===== src/rtl/ps2_keyboard_if.sv =====
`default_nettype none
// ============================================================================
// Module      : ps2_keyboard_if
// Description : Keyboard port between the memory-mapped I/O decoder and the
//               PS/2 keyboard controller.
//                 kb_data_receive : read strobe, idles high, low during a read
//                 kb_data_ready   : character FIFO non-empty
//                 kb_ascii        : FIFO head character (0x00 when empty)
//               master = decoder side, slave = keyboard controller side.
// Revision    : 1.0 - initial release
// ============================================================================
interface ps2_keyboard_if;
    logic       kb_data_receive;
    logic       kb_data_ready;
    logic [7:0] kb_ascii;

    modport master (
        output kb_data_receive,
        input  kb_data_ready,
        input  kb_ascii
    );

    modport slave (
        input  kb_data_receive,
        output kb_data_ready,
        output kb_ascii
    );
endinterface
`default_nettype wire


===== src/rtl/ps2_keyboard.sv =====
`default_nettype none
// ============================================================================
// Module      : ps2_keyboard
// Description : PS/2 set-2 keyboard receiver. Synchronises and de-glitches the
//               PS/2 pins, deframes 11-bit frames, filters break (F0) and
//               extended (E0) sequences, translates make codes to ASCII and
//               buffers characters in a FIFO read by the I/O decoder.
// Ports       : clk      - system clock
//               rst      - synchronous reset, active low
//               ps2_clk  - PS/2 clock pin (asynchronous)
//               ps2_data - PS/2 data pin (asynchronous)
//               kb       - decoder port (ps2_keyboard_if.slave)
// Parameters  : FIFO_DEPTH     - FIFO entries, power of two, >= 2
//               FILTER_LEN     - equal samples needed to accept a ps2_clk level
//               TIMEOUT_CYCLES - idle clk cycles before a partial frame is dropped
// Options     : PS2_PARITY_CHECK_EN - when defined, frames with even parity
//               (over data + parity bit) are discarded.
// Revision    : 1.0 - initial release
// ============================================================================
module ps2_keyboard #(
    parameter int FIFO_DEPTH     = 8,
    parameter int FILTER_LEN     = 4,
    parameter int TIMEOUT_CYCLES = 50000
) (
    input  logic              clk,
    input  logic              rst,
    input  logic              ps2_clk,
    input  logic              ps2_data,
    ps2_keyboard_if.slave     kb
);

    localparam int AW = $clog2(FIFO_DEPTH);
    localparam int CW = AW + 1;
    localparam int FW = $clog2(FILTER_LEN + 1);
    localparam int TW = $clog2(TIMEOUT_CYCLES + 1);

    typedef enum logic [1:0] {
        ST_IDLE   = 2'd0,
        ST_DATA   = 2'd1,
        ST_PARITY = 2'd2,
        ST_STOP   = 2'd3
    } state_t;

    // ------------------------------------------------------------------
    // Registers
    // ------------------------------------------------------------------
    logic          clk_s1_q, clk_s1_d, clk_s2_q, clk_s2_d;
    logic          dat_s1_q, dat_s1_d, dat_s2_q, dat_s2_d;
    logic          clk_filt_q, clk_filt_d;
    logic [FW-1:0] filt_cnt_q, filt_cnt_d;

    state_t        state_q, state_d;
    logic [2:0]    bit_cnt_q, bit_cnt_d;
    logic [7:0]    shift_q, shift_d;
    logic [TW-1:0] to_cnt_q, to_cnt_d;
`ifdef PS2_PARITY_CHECK_EN
    logic          parity_q, parity_d;
`endif

    logic          brk_q, brk_d;
    logic          ext_q, ext_d;
    logic [7:0]    char_q, char_d;
    logic          char_vld_q, char_vld_d;

    logic          rcv_prev_q, rcv_prev_d;
    logic [7:0]    mem_q [FIFO_DEPTH];
    logic [7:0]    mem_d [FIFO_DEPTH];
    logic [AW-1:0] wr_ptr_q, wr_ptr_d;
    logic [AW-1:0] rd_ptr_q, rd_ptr_d;
    logic [CW-1:0] count_q, count_d;

    // ------------------------------------------------------------------
    // Combinational helpers
    // ------------------------------------------------------------------
    logic          fall_w;
    logic          frame_done_w;
    logic          frame_ok_w;
    logic          parity_ok_w;
    logic [8:0]    xlate_w;
    logic          pop_w;
    logic          push_w;
    logic          full_w;
    logic          empty_w;

    // Returns {hit, ascii}; hit=0 means the code has no mapping.
    function automatic logic [8:0] xlate(input logic [7:0] code);
        logic [8:0] r;
        case (code)
            8'h1C: r = {1'b1, 8'h61}; // a
            8'h32: r = {1'b1, 8'h62}; // b
            8'h21: r = {1'b1, 8'h63}; // c
            8'h23: r = {1'b1, 8'h64}; // d
            8'h24: r = {1'b1, 8'h65}; // e
            8'h2B: r = {1'b1, 8'h66}; // f
            8'h34: r = {1'b1, 8'h67}; // g
            8'h33: r = {1'b1, 8'h68}; // h
            8'h43: r = {1'b1, 8'h69}; // i
            8'h3B: r = {1'b1, 8'h6A}; // j
            8'h42: r = {1'b1, 8'h6B}; // k
            8'h4B: r = {1'b1, 8'h6C}; // l
            8'h3A: r = {1'b1, 8'h6D}; // m
            8'h31: r = {1'b1, 8'h6E}; // n
            8'h44: r = {1'b1, 8'h6F}; // o
            8'h4D: r = {1'b1, 8'h70}; // p
            8'h15: r = {1'b1, 8'h71}; // q
            8'h2D: r = {1'b1, 8'h72}; // r
            8'h1B: r = {1'b1, 8'h73}; // s
            8'h2C: r = {1'b1, 8'h74}; // t
            8'h3C: r = {1'b1, 8'h75}; // u
            8'h2A: r = {1'b1, 8'h76}; // v
            8'h1D: r = {1'b1, 8'h77}; // w
            8'h22: r = {1'b1, 8'h78}; // x
            8'h35: r = {1'b1, 8'h79}; // y
            8'h1A: r = {1'b1, 8'h7A}; // z
            8'h45: r = {1'b1, 8'h30}; // 0
            8'h16: r = {1'b1, 8'h31}; // 1
            8'h1E: r = {1'b1, 8'h32}; // 2
            8'h26: r = {1'b1, 8'h33}; // 3
            8'h25: r = {1'b1, 8'h34}; // 4
            8'h2E: r = {1'b1, 8'h35}; // 5
            8'h36: r = {1'b1, 8'h36}; // 6
            8'h3D: r = {1'b1, 8'h37}; // 7
            8'h3E: r = {1'b1, 8'h38}; // 8
            8'h46: r = {1'b1, 8'h39}; // 9
            8'h29: r = {1'b1, 8'h20}; // space
            8'h5A: r = {1'b1, 8'h0D}; // enter
            8'h66: r = {1'b1, 8'h08}; // backspace
            default: r = 9'h000;
        endcase
        return r;
    endfunction

`ifdef PS2_PARITY_CHECK_EN
    // Odd parity: data bits plus parity bit must hold an odd number of ones.
    assign parity_ok_w = ^{shift_q, parity_q};
`else
    assign parity_ok_w = 1'b1;
`endif

    assign xlate_w = xlate(shift_q);

    // ------------------------------------------------------------------
    // Next-state logic
    // ------------------------------------------------------------------
    always_comb begin
        // Pin synchronisers
        clk_s1_d = ps2_clk;
        clk_s2_d = clk_s1_q;
        dat_s1_d = ps2_data;
        dat_s2_d = dat_s1_q;

        // Level filter: flip only after FILTER_LEN consecutive differing samples.
        clk_filt_d = clk_filt_q;
        filt_cnt_d = '0;
        if (clk_s2_q != clk_filt_q) begin
            if (filt_cnt_q == FW'(FILTER_LEN - 1)) begin
                clk_filt_d = clk_s2_q;
            end else begin
                filt_cnt_d = filt_cnt_q + 1'b1;
            end
        end
        // Edge is flagged in the cycle the filtered level is about to drop,
        // so ps2_data is sampled alongside it.
        fall_w = clk_filt_q & ~clk_filt_d;

        // Frame deserialiser
        state_d      = state_q;
        bit_cnt_d    = bit_cnt_q;
        shift_d      = shift_q;
        to_cnt_d     = to_cnt_q;
        frame_done_w = 1'b0;
        frame_ok_w   = 1'b0;
`ifdef PS2_PARITY_CHECK_EN
        parity_d     = parity_q;
`endif
        case (state_q)
            ST_IDLE: begin
                if (fall_w && !dat_s2_q) begin
                    state_d   = ST_DATA;
                    bit_cnt_d = 3'd0;
                end
            end
            ST_DATA: begin
                if (fall_w) begin
                    shift_d   = {dat_s2_q, shift_q[7:1]};
                    bit_cnt_d = bit_cnt_q + 3'd1;
                    if (bit_cnt_q == 3'd7) begin
                        state_d = ST_PARITY;
                    end
                end
            end
            ST_PARITY: begin
                if (fall_w) begin
`ifdef PS2_PARITY_CHECK_EN
                    parity_d = dat_s2_q;
`endif
                    state_d  = ST_STOP;
                end
            end
            ST_STOP: begin
                if (fall_w) begin
                    frame_done_w = 1'b1;
                    frame_ok_w   = dat_s2_q & parity_ok_w;
                    state_d      = ST_IDLE;
                end
            end
            default: state_d = ST_IDLE;
        endcase

        // Inactivity timeout; restarts on every edge, held at zero in IDLE.
        if (state_q == ST_IDLE) begin
            to_cnt_d = '0;
        end else if (fall_w) begin
            to_cnt_d = '0;
        end else if (to_cnt_q == TW'(TIMEOUT_CYCLES - 1)) begin
            to_cnt_d = '0;
            state_d  = ST_IDLE;
        end else begin
            to_cnt_d = to_cnt_q + 1'b1;
        end

        // Make/break filtering and translation; char_q is pushed next cycle.
        brk_d      = brk_q;
        ext_d      = ext_q;
        char_d     = char_q;
        char_vld_d = 1'b0;
        if (frame_done_w && frame_ok_w) begin
            if (shift_q == 8'hF0) begin
                brk_d = 1'b1;
            end else if (shift_q == 8'hE0) begin
                ext_d = 1'b1;
            end else if (brk_q || ext_q) begin
                brk_d = 1'b0;
                ext_d = 1'b0;
            end else if (xlate_w[8]) begin
                char_d     = xlate_w[7:0];
                char_vld_d = 1'b1;
            end
        end

        // FIFO
        rcv_prev_d = kb.kb_data_receive;
        empty_w    = (count_q == '0);
        full_w     = (count_q == CW'(FIFO_DEPTH));
        pop_w      = rcv_prev_q & ~kb.kb_data_receive & ~empty_w;
        // A pop in the same cycle frees the slot a full FIFO needs.
        push_w     = char_vld_q & (~full_w | pop_w);

        mem_d = mem_q;
        if (push_w) begin
            mem_d[wr_ptr_q] = char_q;
        end
        wr_ptr_d = wr_ptr_q + AW'(push_w);
        rd_ptr_d = rd_ptr_q + AW'(pop_w);
        count_d  = count_q + CW'(push_w) - CW'(pop_w);
    end

    // ------------------------------------------------------------------
    // State registers
    // ------------------------------------------------------------------
    always_ff @(posedge clk) begin
        if (!rst) begin
            clk_s1_q   <= 1'b1;
            clk_s2_q   <= 1'b1;
            dat_s1_q   <= 1'b1;
            dat_s2_q   <= 1'b1;
            clk_filt_q <= 1'b1;
            filt_cnt_q <= '0;
            state_q    <= ST_IDLE;
            bit_cnt_q  <= 3'd0;
            shift_q    <= 8'h00;
            to_cnt_q   <= '0;
`ifdef PS2_PARITY_CHECK_EN
            parity_q   <= 1'b0;
`endif
            brk_q      <= 1'b0;
            ext_q      <= 1'b0;
            char_q     <= 8'h00;
            char_vld_q <= 1'b0;
            rcv_prev_q <= 1'b1;
            mem_q      <= '{default: 8'h00};
            wr_ptr_q   <= '0;
            rd_ptr_q   <= '0;
            count_q    <= '0;
        end else begin
            clk_s1_q   <= clk_s1_d;
            clk_s2_q   <= clk_s2_d;
            dat_s1_q   <= dat_s1_d;
            dat_s2_q   <= dat_s2_d;
            clk_filt_q <= clk_filt_d;
            filt_cnt_q <= filt_cnt_d;
            state_q    <= state_d;
            bit_cnt_q  <= bit_cnt_d;
            shift_q    <= shift_d;
            to_cnt_q   <= to_cnt_d;
`ifdef PS2_PARITY_CHECK_EN
            parity_q   <= parity_d;
`endif
            brk_q      <= brk_d;
            ext_q      <= ext_d;
            char_q     <= char_d;
            char_vld_q <= char_vld_d;
            rcv_prev_q <= rcv_prev_d;
            mem_q      <= mem_d;
            wr_ptr_q   <= wr_ptr_d;
            rd_ptr_q   <= rd_ptr_d;
            count_q    <= count_d;
        end
    end

    // ------------------------------------------------------------------
    // Decoder-facing outputs
    // ------------------------------------------------------------------
    assign kb.kb_data_ready = (count_q != '0);
    assign kb.kb_ascii      = (count_q != '0) ? mem_q[rd_ptr_q] : 8'h00;

endmodule
`default_nettype wire


===== src/flat_wrapper.sv =====
// flat-port wrapper written by rule: the top's interface ports become plain ports
module ps2_keyboard_flat 
#(
    parameter int FIFO_DEPTH     = 8,
    parameter int FILTER_LEN     = 4,
    parameter int TIMEOUT_CYCLES = 50000
)
  (clk, rst, ps2_clk, ps2_data, kb_kb_data_receive, kb_kb_data_ready, kb_kb_ascii);
  ps2_keyboard_if kb_i ();
  input  logic clk;
  input  logic rst;
  input  logic ps2_clk;
  input  logic ps2_data;
  input wire logic [$bits(kb_i.kb_data_receive)-1:0] kb_kb_data_receive;
  output wire logic [$bits(kb_i.kb_data_ready)-1:0] kb_kb_data_ready;
  output wire logic [$bits(kb_i.kb_ascii)-1:0] kb_kb_ascii;
  assign kb_i.kb_data_receive = kb_kb_data_receive;
  assign kb_kb_data_ready = kb_i.kb_data_ready;
  assign kb_kb_ascii = kb_i.kb_ascii;
  ps2_keyboard #(.FIFO_DEPTH(FIFO_DEPTH), .FILTER_LEN(FILTER_LEN), .TIMEOUT_CYCLES(TIMEOUT_CYCLES)) u_core (.clk(clk), .rst(rst), .ps2_clk(ps2_clk), .ps2_data(ps2_data), .kb(kb_i));
endmodule

===== config.mk =====
export PLATFORM = sky130hd
export DESIGN_NAME = ps2_keyboard_flat
export DESIGN_NICKNAME = d
export VERILOG_FILES = /design/src/rtl/ps2_keyboard_if.sv /design/src/rtl/ps2_keyboard.sv /design/src/flat_wrapper.sv
export SDC_FILE = /design/constraint.sdc
export NUM_CORES = 1
export LEC_CHECK = 0
export ABC_CLOCK_PERIOD_IN_PS = 3800
export BUFFER_PORTS_ARGS = -buffer_cell sky130_fd_sc_hd__buf_4
export CELL_PAD_IN_SITES_DETAIL_PLACEMENT = 0
export CELL_PAD_IN_SITES_GLOBAL_PLACEMENT = 1
export CORE_AREA = 2 2 106 129
export CTS_BUF_LIST = sky130_fd_sc_hd__clkbuf_8
export DETAILED_ROUTE_END_ITERATION = 8
export DIE_AREA = 0 0 108 131
export PLACE_DENSITY_LB_ADDON = 0.1
export SKIP_LAST_GASP = 1
export SYNTH_ARGS = -nofsm -noshare
export SYNTH_HDL_FRONTEND = slang
export SYNTH_SLANG_ARGS = --single-unit

===== constraint.sdc =====
create_clock -name clk -period 3.8 [get_ports clk]
set_clock_uncertainty 0.1 [all_clocks]
set_input_delay 0.57 -clock clk [delete_from_list [all_inputs] [get_ports clk]]
set_output_delay 0.57 -clock clk [all_outputs]
set_load 0.02 [all_outputs]

==> qor.yml, run 1 <==
status: "finished, final reports clean"
multi_input_area_mm2: 0.00355
grt.total_usage: 0.251
final-instance-count-excl-fill: 919
netlist_area_mm2: 0.00635
post-route-min-period_ns: 3.22
cts_tree: "done"
seq_area_frac_synth: 0.385
finalNetCount: 767
ys_types: 74
num_vias: 5405
vias_per_cell: 5.88
crit_chain: "ha_1 -> ha_1 -> nand3b_1 -> nor2_4 -> nand2_1 -> a21oi_1 -> inv_1 -> ha_1 -> a21o_1 -> a32o_1 -> a221oi_1 -> o211ai_1"
grt_overflow: 0
p_int_uw: 2130
drive_above_1_share: 0.117
max_clock_freq_mhz: 311
root_buffer: "clkbuf_8"
ys_warn_count: 0
place_inst: 888
pwr-share-clk: 0.431
clock_sinks: 122
cp_num_buf_inv: 1
crit_path_end_kind: "flop"
first_pass_iters: 5
final_util: 0.536
cts_setup_buffers: 0
hold_depth: 2
path_delay_family: "compound AO/OA/AOI/OAI gates"
start_util: 0.490
wl_per_cell_um: 18.4
grt_start_max_net_pins: 72
fin_crit_sh: 0.846
syn_nets: 773
fin_tns_setup_ns: 0
yosysMostFrequentCell: "dfxtp_1"
p_leak_uw: 0.00248
netlist.area_leader.share: 0.385
worstPathMaxFanout: 15
final-seq-area_mm2: 0.00244
start_kind: "flop"
vdd_drop_max_mv: 0.260
ys_ff_latch: 122
drtIter0Drc: 306
drc: 0
place_area_mm2: 0.00652
slew_headroom: 0.361
slew_viol_final: 0
avgSynthCellArea_um2: 8.52
numCtsBuffers: 17
cts_htree_levels: 4
die_y_um: 131
r2r_slack_ns: 0.58
die_area_mm2: 0.0141
worst_pin_slew_ns: 0.957
nFillCells: 1274
r2r_start: "u_core.filt_cnt_q[0]$_SDFF_PP0_"
antenna_found_initial: 0
required_ns: 4.02
worstHoldEndpoint: "u_core.clk_s1_q$_SDFF_PN1_"
final_cell_area_mm2: 0.00694
critPathKind: "flop to flop"
switchingPower_uw: 723
p_seq_frac: 0.465
core_mm2: 0.0129
wirelength_mm: 16.9
io_pins: 14
syn_inst: 745
setup_viol: 0
grt_pass1_vias: 5242
hold_viol: 0
dieWidth_um: 108
synth_edf_count: 0
synth_ff_type: "dfxtp_1"
r2r_cells: 12
rsz0062_at_grt: "false"
synth_top_cell_by_area: "dfxtp_1"
gp_congestion: 0.943
place_hpwl_mm: 12.3
p_comb_frac: 0.104
syn2layout_area_growth_pct: 9.40
worstPathArrival_ns: 3.44
clk_pin_slew_ns: 0.08
insertion_delay_ns: 0.45
cpPeakStageDelay_ns: 0.35
portBuffers: 12
hp-start: "ps2_clk"
postRouteAntennaNets: 0
slowest_stage: "nor2_4"
maxCapViolCount: 0
cts.repair.resized: 0
crit_cells: 12
timing.critical_path.mode_cell: "ha_1"
yosys-top-cells-area: "dfxtp_1 38%, a21oi_1 5.9%, mux4_2 5.0%"
grt_first_pass_wirelength_mm: 27.2
synthArstFlopShare: 0
hp-class: "input pin to flop"
rows: 46
ctsHoldBuffers: 0
yosys-top-cells-count: "122 x dfxtp_1, 82 x nand2_1, 75 x a21oi_1, 75 x nor2_1, 59 x nand3_1"
cts_max_path_buffers: 2
antenna_cells: 0
p_sw_frac: 0.254
p_per_area_mw_per_mm2: 410
-- cells by family (layout without fill, tap and decap cells) --
family | after synthesis | after routing | share of synthesized area
AOI/OAI and AO/OA | 160 | 160 | 0.160
xor gates and xnor gates | 19 | 19 | 0.0262
adders and majority gates | 23 | 23 | 0.0465
buffers and inverters | 82 | 88 | 0.0560
DFF | 122 | 122 | 0.385
muxes | 45 | 45 | 0.0988
other | 1 | 1 | 0.000591
and+or+nand+nor | 293 | 293 | 0.227
-- routing by layer --
layer	global-route usage	routed length, um	up-vias	share of wire
li1	-	-	2627	-
met1	0.275	6680	2551	0.39
met2	0.452	8890	165	0.52
met3	0.0511	638	62	0.038
met4	0.142	741	0	0.044
met5	0	0	-	0
-- cell usage in the layout, fill, tap and decap left out, drive strengths merged, types with 3 or more instances in the layout --
cell type,Yosys,final
and2,11,11
o211ai,5,5
nor4,4,4
mux4,14,14
nand4,6,6
a21oi,75,75
nand4b,3,3
xnor2,9,9
xor2,10,10
a31oi,3,3
nand3,60,60
o22ai,3,3
inv,29,31
and3,7,7
o32a,4,4
mux2i,30,30
nor2,76,76
a211oi,7,7
a21o,7,7
clkinv,0,4
nor2b,5,5
nand2b,11,11
o31ai,3,3
buf,18,28
nor3,13,13
a211o,5,5
and4,3,3
dfxtp,122,122
nand2,82,82
bufinv,0,3
a221oi,5,5
ha,22,22
a22oi,4,4
clkbuf,35,20
o21ai,23,23
-- through the flow --
stage	power, uW	hold WS [ns]	setup slack [ns]
after floorplan	1580	0.286	0.822
after global placement	1650	0.301	0.662
after detailed placement	1660	0.303	0.628
after CTS	2890	0.194	0.611
after global routing	2990	0.203	0.269
final	2850	0.212	0.584
-- registers in the layout (all words and copies together) (netlist names), 2 cells and up, named ones only --
register / count
u_core.mem_q: 56
u_core.to_cnt_q: 16
u_core.shift_q: 8
u_core.char_q: 7
u_core.count_q: 4
u_core.bit_cnt_q: 3
u_core.filt_cnt_q: 3
u_core.rd_ptr_q: 3
u_core.wr_ptr_q: 3
u_core.state_q: 2
-- final cells by class --
type,count,area share
multi-input cells,541,0.511
flip-flops and latches,122,0.352
clock buffers,20,0.0396
repair buffers,28,0.0303
well taps,168,0.0303
clock inverters,11,0.0209
inverters,29,0.0160
-- power by group through the flow --
stage          clock network [uW]  registers [uW]  logic, uW
3_5_place_dp                    0            1350        301
5_1_grt                      1320            1330        340
2_1_floorplan                   0            1340        237
4_1_cts                      1260            1330        302
6_report                     1230            1330        295
3_3_place_gp                    0            1350        292
-- how the worst max path moves through the flow --
| stage | from | end | slack (ns) |
|---|---|---|---|
| 6_report | u_core.filt_cnt_q[0]$_SDFF_PP0_ | flop | 0.58 |
| 3_5_place_dp | u_core.filt_cnt_q[0]$_SDFF_PP0_ | flop | 0.63 |
| 4_1_cts | u_core.filt_cnt_q[0]$_SDFF_PP0_ | flop | 0.61 |
| 5_1_grt | u_core.filt_cnt_q[0]$_SDFF_PP0_ | flop | 0.27 |
| 2_1_floorplan | u_core.filt_cnt_q[0]$_SDFF_PP0_ | flop | 0.82 |
| 3_3_place_gp | u_core.filt_cnt_q[0]$_SDFF_PP0_ | flop | 0.66 |
Note: power is estimated with default switching activity, not from simulation.
==> inputs of run 2 (changes only) <==
--- a/config.mk
+++ b/config.mk
@@ -5,7 +5,7 @@
 export SDC_FILE = /design/constraint.sdc
 export NUM_CORES = 1
 export LEC_CHECK = 0
-export ABC_CLOCK_PERIOD_IN_PS = 3800
+export ABC_CLOCK_PERIOD_IN_PS = 3200
 export BUFFER_PORTS_ARGS = -buffer_cell sky130_fd_sc_hd__buf_4
 export CELL_PAD_IN_SITES_DETAIL_PLACEMENT = 0
 export CELL_PAD_IN_SITES_GLOBAL_PLACEMENT = 1
==> constraint.sdc (replaced) <==
create_clock -name clk -period 3.2 [get_ports clk]
set_clock_uncertainty 0.1 [all_clocks]
set_input_delay 0.48 -clock clk [delete_from_list [all_inputs] [get_ports clk]]
set_output_delay 0.48 -clock clk [all_outputs]
set_load 0.02 [all_outputs]
==> run 2 against run 1 <==
- worst hold slack lost 0.093 ns
- die area unchanged
- largest power group unchanged
- global-route usage up 0.69 points
==> qor.yml, run 2 (same netlist as run 1, synthesis figures left out) <==
place_inst: 894  # +0.68%
grt_start_max_net_pins: 76  # +5.6%
io_pins: 14  # unchanged
place_hpwl_mm: 12.4  # +1.0%
die_y_um: 131  # unchanged
slew_viol_final: 0  # unchanged
drc: 0  # unchanged
grt.total_usage: 0.258  # +0.00686
portBuffers: 12  # unchanged
worst_pin_slew_ns: 0.794  # -0.164 ns
worstPathArrival_ns: 3.13  # -0.31 ns
root_buffer: "clkbuf_8"
slew_headroom: 0.470  # +0.110
antenna_cells: 0  # unchanged
grt_overflow: 0  # unchanged
p_per_area_mw_per_mm2: 482  # +17%
largest_reg_flops: 56  # unchanged
cpPeakStageDelay_ns: 0.35  # about the same
place_ws_ns: 0.181  # -0.447 ns
drtIter0Drc: 383  # +25%
postRouteAntennaNets: 0  # unchanged
post-route-min-period_ns: 2.92  # -0.294 ns
die_area_mm2: 0.0141  # unchanged
cts_tree: "done"
vias_per_cell: 5.81  # -1.3%
dieWidth_um: 108  # unchanged
p_sw_frac: 0.261  # +0.00693
cts_htree_levels: 4  # unchanged
critPathKind: "flop to flop"
cts.repair.resized: 0  # unchanged
timing.final.ws_setup_ns: 0.278  # -0.306 ns
clock_sinks: 122  # unchanged
numCtsBuffers: 17  # unchanged
path_delay_family: "compound AO/OA/AOI/OAI gates"
syn2layout_area_growth_pct: 10.3
required_ns: 3.41  # -0.61 ns
final-seq-area_mm2: 0.00244  # unchanged
rsz0062_at_grt: "false"
setup_viol: 0  # unchanged
worstPathMaxFanout: 9  # -6
ctsHoldBuffers: 0  # unchanged
final_common_cell: "dfxtp_1"
regMostFlops: "u_core.mem_q"
multi_input_area_mm2: 0.00356  # +0.39%
wirelength_mm: 17.0  # +0.40%
cts_max_path_buffers: 2  # unchanged
grt_pass1_vias: 5290  # +0.92%
fin_tns_setup_ns: 0  # unchanged
r2r_slack_ns: 0.28  # -0.31 ns
antenna_found_initial: 0  # unchanged
clk_pin_slew_ns: 0.08  # about the same
cp_num_buf_inv: 1  # unchanged
maxCapViolCount: 0  # unchanged
nFillCells: 1243  # -2.4%
crit_path_end_kind: "flop"
fin_crit_sh: 0.913  # +0.0669
p_leak_uw: 0.00251  # +1.2%
first_pass_iters: 5  # unchanged
drive_above_1_share: 0.129  # +0.0121
max_clock_freq_mhz: 342  # +10%
switchingPower_uw: 879  # +22%
start_kind: "flop"
gp_congestion: 0.972  # +3.2%
hp-class: "input pin to flop"
crit_chain: "ha_1 -> ha_1 -> nand3b_1 -> nor2_4 -> nand2_1 -> a21oi_2 -> inv_1 -> ha_1 -> a21o_1 -> a32o_1 -> a221oi_1 -> o211ai_1"
p_int_uw: 2490  # +17%
vdd_drop_max_mv: 0.371  # +42%
pwr-share-clk: 0.429  # -0.002
p_comb_frac: 0.105  # about the same
mostFrequentLayoutCells: "122 x dfxtp_1, 82 x nand2_1, 75 x nor2_1, 73 x a21oi_1, 59 x nand3_1"
num_vias: 5376  # -0.54%
insertion_delay_ns: 0.44  # about the same
grt_first_pass_wirelength_mm: 27.9  # +2.6%
cts_setup_buffers: 0  # unchanged
timing.critical_path.mode_cell: "ha_1"
slowest_stage: "dfxtp_1"
wl_per_cell_um: 18.4  # -0.36%
reg_top3: "u_core.mem_q: 56 flops, u_core.to_cnt_q: 16 flops, u_core.shift_q: 8 flops"
status: "finished, final reports clean"
core_mm2: 0.0129  # unchanged
final-instance-count-excl-fill: 926  # +0.76%
p_seq_frac: 0.466  # about the same
finalNetCount: 773  # +0.78%
rows: 46  # unchanged
hold_viol: 0  # unchanged
start_util: 0.490  # unchanged
## run 2: stage by stage
stage	util	total power [uW]	cell area, um2	hold slack [ns]
finish	0.541	3370	7000	0.119
global route	0.541	3540	7000	0.0956
CTS	0.540	3420	6990	0.0918
detailed placement	0.507	1970	6570	0.308
global placement	0.507	1960	6570	0.300
floorplan	-	1880	6350	0.286
## run 2: power groups by stage
| stage | Combinational, uW | Sequential [uW] | Clock (uW) |
|---|---|---|---|
| final | 355 | 1570 | 1450 |
| after global routing | 406 | 1570 | 1560 |
| after CTS | 362 | 1570 | 1490 |
| after detailed placement | 361 | 1610 | 0 |
| after global placement | 351 | 1600 | 0 |
| after floorplan | 282 | 1590 | 0 |
## run 2: area by class of cell
class / count / area share
sequential: 122 / 0.349
multi-input combinational: 541 / 0.509
tap: 168 / 0.0300
clock buffer: 18 / 0.0354
clock inverter: 14 / 0.0245
timing repair buffer: 34 / 0.0365
inverter: 29 / 0.0159
## run 2: path summary, 6_finish.rpt
check                                   from                         end  cells after the start
min                                  ps2_clk  u_core.clk_s1_q$_SDFF_PN1_                      2
max          u_core.filt_cnt_q[0]$_SDFF_PP0_                        flop                     12
min reg2reg       u_core.dat_s1_q$_SDFF_PN1_  u_core.dat_s2_q$_SDFF_PN1_                      1
max reg2reg  u_core.filt_cnt_q[0]$_SDFF_PP0_                        flop                     12
## run 2: layer usage
| metal | routed length, um | track usage |
|---|---|---|
| met5 | 0 | 0 |
| met2 | 8860 | 0.458 |
| met4 | 802 | 0.142 |
| met1 | 6620 | 0.291 |
| met3 | 729 | 0.0511 |
